[src/rtl/if_fetch.sv]
// if_fetch - RV32I instruction-fetch stage over a byte-wide memory port.
//
// Fetches each instruction as four little-endian byte reads through the
// memory controller's request/grant handshake. It presents the assembled
// word, its PC and the predicted next PC (PC+4) to IF/ID. Redirects from
// execute override everything except reset. The memory-stage stall holds a
// presented instruction until decode takes it.
//
// Ports:
//   clk, rst    clock, synchronous active-high reset
//   mem_req     byte read request (registered)
//   mem_addr    byte address of the request, valid while mem_req=1
//   mem_gnt     controller accepts the request this cycle
//   mem_rdata   returned byte, valid with mem_rvalid
//   mem_rvalid  byte return, one cycle after each accepted request
//   br_e/br_pc  redirect from execute; br_pc bit 0 is forced to 0
//   stl_mm      memory-stage stall; a presented instruction is held
//   if_valid    if_inst/if_pc/if_ppc hold a complete instruction
//   if_inst     assembled instruction word
//   if_pc       address of if_inst
//   if_ppc      predicted next PC, if_pc+4
module if_fetch #(
   parameter logic [31:0] RESET_PC = 32'h0
) (
   input  logic        clk,
   input  logic        rst,
   output logic        mem_req,
   output logic [31:0] mem_addr,
   input  logic        mem_gnt,
   input  logic [7:0]  mem_rdata,
   input  logic        mem_rvalid,
   input  logic        br_e,
   input  logic [31:0] br_pc,
   input  logic        stl_mm,
   output logic        if_valid,
   output logic [31:0] if_inst,
   output logic [31:0] if_pc,
   output logic [31:0] if_ppc
);

   typedef enum logic {FETCH, HOLD} state_t;

   state_t      state, state_n;
   logic [31:0] pc, pc_n;
   logic [2:0]  req_cnt, req_cnt_n;   // bytes requested so far (0..4)
   logic [1:0]  rcv_idx, rcv_idx_n;   // index of the next byte to arrive
   logic [23:0] byte_buf, byte_buf_n;
   logic        outstanding, outstanding_n;
   logic        discard, discard_n;
   logic        mem_req_n;
   logic [31:0] mem_addr_n;
   logic        if_valid_n;
   logic [31:0] if_inst_n, if_pc_n, if_ppc_n;
   logic        accept, ret;

   always_ff @(posedge clk) begin
      if (rst) begin
         state       <= FETCH;
         pc          <= RESET_PC;
         req_cnt     <= '0;
         rcv_idx     <= '0;
         byte_buf    <= '0;
         outstanding <= 1'b0;
         discard     <= 1'b0;
         mem_req     <= 1'b0;
         mem_addr    <= '0;
         if_valid    <= 1'b0;
         if_inst     <= '0;
         if_pc       <= '0;
         if_ppc      <= '0;
      end else begin
         state       <= state_n;
         pc          <= pc_n;
         req_cnt     <= req_cnt_n;
         rcv_idx     <= rcv_idx_n;
         byte_buf    <= byte_buf_n;
         outstanding <= outstanding_n;
         discard     <= discard_n;
         mem_req     <= mem_req_n;
         mem_addr    <= mem_addr_n;
         if_valid    <= if_valid_n;
         if_inst     <= if_inst_n;
         if_pc       <= if_pc_n;
         if_ppc      <= if_ppc_n;
      end
   end

   always_comb begin
      state_n       = state;
      pc_n          = pc;
      req_cnt_n     = req_cnt;
      rcv_idx_n     = rcv_idx;
      byte_buf_n    = byte_buf;
      discard_n     = discard;
      if_valid_n    = if_valid;
      if_inst_n     = if_inst;
      if_pc_n       = if_pc;
      if_ppc_n      = if_ppc;

      accept        = mem_req & mem_gnt;
      // Only a byte we are actually waiting for counts as a return.
      ret           = mem_rvalid & outstanding;
      outstanding_n = accept;

      if (br_e) begin
         pc_n       = {br_pc[31:1], 1'b0};
         req_cnt_n  = '0;
         rcv_idx_n  = '0;
         state_n    = FETCH;
         if_valid_n = 1'b0;
         // A byte accepted this cycle belongs to the old stream.
         discard_n  = accept;
      end else if (state == HOLD) begin
         if (!stl_mm) begin
            if_valid_n = 1'b0;
            pc_n       = pc + 32'd4;
            req_cnt_n  = '0;
            rcv_idx_n  = '0;
            state_n    = FETCH;
         end
      end else begin
         if (accept)
            req_cnt_n = req_cnt + 3'd1;
         if (ret) begin
            if (discard) begin
               discard_n = 1'b0;
            end else if (rcv_idx == 2'd3) begin
               if_inst_n  = {mem_rdata, byte_buf};
               if_pc_n    = pc;
               if_ppc_n   = pc + 32'd4;
               if_valid_n = 1'b1;
               state_n    = HOLD;
            end else begin
               case (rcv_idx)
                  2'd0:    byte_buf_n[7:0]   = mem_rdata;
                  2'd1:    byte_buf_n[15:8]  = mem_rdata;
                  default: byte_buf_n[23:16] = mem_rdata;
               endcase
               rcv_idx_n = rcv_idx + 2'd1;
            end
         end
      end

      // The request port is registered, so it is derived from next-cycle
      // state; a pending request simply repeats until granted.
      mem_req_n  = (state_n == FETCH) && !req_cnt_n[2];
      mem_addr_n = mem_req_n ? pc_n + {30'b0, req_cnt_n[1:0]} : mem_addr;
   end

endmodule

[config.mk]
export PLATFORM = sky130hd
export DESIGN_NAME = if_fetch
export DESIGN_NICKNAME = d
export VERILOG_FILES = /design/src/rtl/if_fetch.sv
export SDC_FILE = /design/constraint.sdc
export NUM_CORES = 1
export LEC_CHECK = 0
export CAP_MARGIN = 10
export CORE_MARGIN = 2
export CORE_UTILIZATION = 47
export DETAILED_ROUTE_END_ITERATION = 8
export PLACE_DENSITY = 0.76
export SLEW_MARGIN = 20
export SYNTH_ARGS = -nofsm -noshare
export SYNTH_HDL_FRONTEND = slang
export SYNTH_SLANG_ARGS = --single-unit
[constraint.sdc]
create_clock -name clk -period 5.2 [get_ports clk]
set_input_delay 1.56 -clock clk [delete_from_list [all_inputs] [get_ports clk]]
set_output_delay 1.56 -clock clk [all_outputs]
set_load 0.02 [all_outputs]
==> summary.txt <==
STA
  – Fin crit share: roughly nine tenths
  – Slew of the pin with the lowest slew margin: roughly 900 ps
  – Clk_skew: roughly 14 ps
  – Slew Limit Headroom: between 30% and 40%
  – Unrepaired setup endpoints after global routing: no
  – Post-route setup TNS: 0 ps
  – Fin crit period: 4600 ps
  – Hold Fails Final Rpt: 0
  – Worst setup margin: between 500 and 600 ps
  – Final Slew Violations: 0
  – Setup violations, final: 0
  – F_max: 217 MHz

Cells and area
  – Synth-to-Final Area Change: 27.0%
  – Layout cells sized above 1: under 10%
  – Most frequent cells in the layout: dfxtp_1 (192), clkdlybuf4s50_1 (172), nand2_1 (170)
  – N_diodes: 0
  – Fillcell total: 1733
  – Most common cell after layout, fill and taps aside: dfxtp_1
  – Post-layout util: between 60% and 70%
  – Fin nets: ~1300

Die
  – Initial Util: between 40% and 50%
  – Die X: about 140 um
  – Placement Rows: 51
  – Die ar.: slightly above 20000 um^2
  – Die Ht: between 100 and 150 um
  – CORE AREA: about 19000 um^2
  – IO Count: around 180

Synthesis
  – Synth cell types: 75
  – Post-Synthesis Cells: about 1100
  – Top_reg_cell synth: dfxtp_1
  – Post-synthesis sequential area ratio: between 40% and 50%
  – Net Count, Synth: 1187
  – Syn Area/Cell: just over 8 um^2
  – Yosys warns: 0
  – Post-synth EDFFs: 0
  – Synthesized area: slightly above 9000 um^2
  – Ys async rst share: 0%
  – Yosys reg bits: roughly 190

Setup path
  – CP startpoint kind: primary input
  – R2R Path End: mem_addr[31]
  – Reg2reg start: pc[2]
  – R2R Setup Slk: 1480 ps
  – CP Class: primary input to flop
  – Crit. End Element: flop
  – R2r worst-path depth: 9
  – WP data arrival: around 5000 ps
  – Worst-path fanout max: 8
  – Crit path required time: around 5500 ps

Routing
  – Iter 0 DRT Violations: 613
  – DR WL/cell: 17.0 um
  – DR DRC count: 0
  – DR vias: about 8500
  – Final WL: ~26000 um
  – Post-route ant nets: 0
  – Pre-antenna DRT Iters: 5
  – Via density: between 5 and 6

Clock network
  – Hold buffer count at CTS: 0
  – Clk buf depth: 2
  – Clk Latency, worst-skew pair: between 400 and 500 ps
  – # resized after CTS: 0
  – Htree depth: 4
  – Worst-path clk slew: roughly 90 ps
  – CTS tree: built
  – Clock buffer count from CTS: 17
  – Post-CTS Setup Bufs: 0
  – Clk root buf: clkbuf_16
  – Clk sink count: approximately 190

Global routing
  – First-pass GRT wire length: just over 40000 um
  – Initial antenna violation count: 0
  – Vias in the first global route: 7794
  – GRT overflow: 0
  – GRT Overall Usage: roughly a quarter
  – Largest net degree at the start of global routing: 90

Job
  – Max cap viols: 0

Power and ir drop
  – VDD IR max: 0.258 mV
  – Leakage: just over 4 nW
  – Design Power: between 0.003 and 0.004 W
  – Power density cells: roughly 280 nW/um^2

Place
  – I/O Buffers: roughly 170
  – GP Congestion: about 0.93
  – HPWL Detailed: 18700 um
  – Place WS: between 200 and 250 ps

Hold path
  – Hold Path Origin: byte_buf[17]
  – Hold WC Path Type: flop to flop
  – Hold Path End: if_inst[17]
  – Hold path depth: 2

Outcome
  – Status: finished, final reports clean
## worst max path at each step
stage	slack, ps	cells after the start	end	start
6_report	600	9	mem_addr[28]	stl_mm
5_1_grt	440	14	mem_addr[24]	mem_gnt
4_1_cts	670	14	mem_addr[28]	mem_gnt
3_5_place_dp	210	14	mem_addr[28]	mem_gnt
3_3_place_gp	280	14	mem_addr[28]	mem_gnt
2_1_floorplan	50	17	mem_addr[28]	br_e
## synth_stat cells (2+ instances only)
library cell	n	area (um^2)
dfxtp_1	192	3840
nand2_1	170	638
nor2_1	153	574
a21oi_1	83	415
clkbuf_1	67	251
a211oi_1	46	345
mux2i_1	36	360
xnor2_1	36	315
nand3_1	32	160
nand4_1	25	156
buf_2	24	120
xor2_1	21	184
inv_1	19	71.3
o21ai_0	18	90.1
nor4_1	16	100
nor3_1	15	75.1
or3_1	12	75.1
a311oi_1	11	96.3
and3_1	11	68.8
nor2b_1	10	62.6
buf_4	9	67.6
ha_1	8	100
nand2b_1	7	43.8
buf_1	6	22.5
nand3b_1	6	45.0
or4_1	6	45.0
a31o_1	5	43.8
nand4b_1	5	43.8
nor4_2	5	62.6
o31a_1	5	43.8
or2_2	5	31.3
and2_1	4	25.0
nor3b_1	4	30.0
o311ai_0	4	35.0
o31ai_1	4	30.0
a21o_1	3	22.5
nor3_2	3	30.0
o211ai_1	3	22.5
a311oi_2	2	30.0
a31oi_1	2	12.5
and4_1	2	17.5
mux2_2	2	22.5
nor4b_1	2	17.5
or4_4	2	22.5
## critical path: stages
cell	delay, ps
clkdlybuf4s50_1	610
nand2b_1	370
nor4_1	450
mux2_2	400
nor4bb_1	360
and4_1	330
nand3_1	210
or4_1	540
o311ai_0	100
## power breakdown
part           switching (W)  leakage (nW)  internal (W)
registers          0.0000530          1.56       0.00150
clock network       0.000726         0.313      0.000691
logic               0.000158          2.18      0.000133
total               0.000938          4.06       0.00233
## layer usage
layer | track usage, % | share of wire, %
met3 | 6.29 | 6.4
met1 | 30.1 | 41
met2 | 43.3 | 50
met5 | 0 | 0
met4 | 7.74 | 2.1
## kinds of logic (layout without fill, tap and decap cells)
| group | after synthesis | after routing | share of synthesized area [%] |
|---|---|---|---|
| buffers and inverters | 127 | 254 | 5.95 |
| AO/OA/AOI/OAI | 200 | 200 | 14.3 |
| adder cells (fa/ha/maj) | 9 | 9 | 1.30 |
| AND/OR/NAND/NOR | 508 | 508 | 27.1 |
| XOR/XNOR | 57 | 57 | 5.41 |
| multiplexers | 39 | 39 | 4.30 |
| flip-flops | 192 | 192 | 41.7 |
## area by class of cell
type                       count  area, um^2  share of cell area [%]
timing repair buffer         203        1960                    16.8
multi-input combinational    813        4860                    41.5
clock buffer                  17         425                    3.63
tap                          265         332                    2.83
inverter                      19        71.3                   0.609
clock inverter                15         220                    1.88
sequential                   192        3840                    32.8
## registers in the layout, summed over array words and instances, names as in the netlist
name and count:
if_inst 32, if_pc 32, mem_addr 32, pc 32
if_ppc 30, byte_buf 24, req_cnt 3, rcv_idx 2
discard 1, if_valid 1, mem_req 1, outstanding 1
state 1
## metrics by stage
step / instance area (um^2) / cells / hold WS [ps]
2_1_floorplan: 9230 / 1132 / 431
3_3_place_gp: 11100 / 1492 / 438
3_5_place_dp: 11100 / 1492 / 444
4_1_cts: 11700 / 1524 / 446
5_1_grt: 11700 / 1524 / 477
6_report: 11700 / 1524 / 447
No activity file was read; power rests on OpenSTA's default activity.
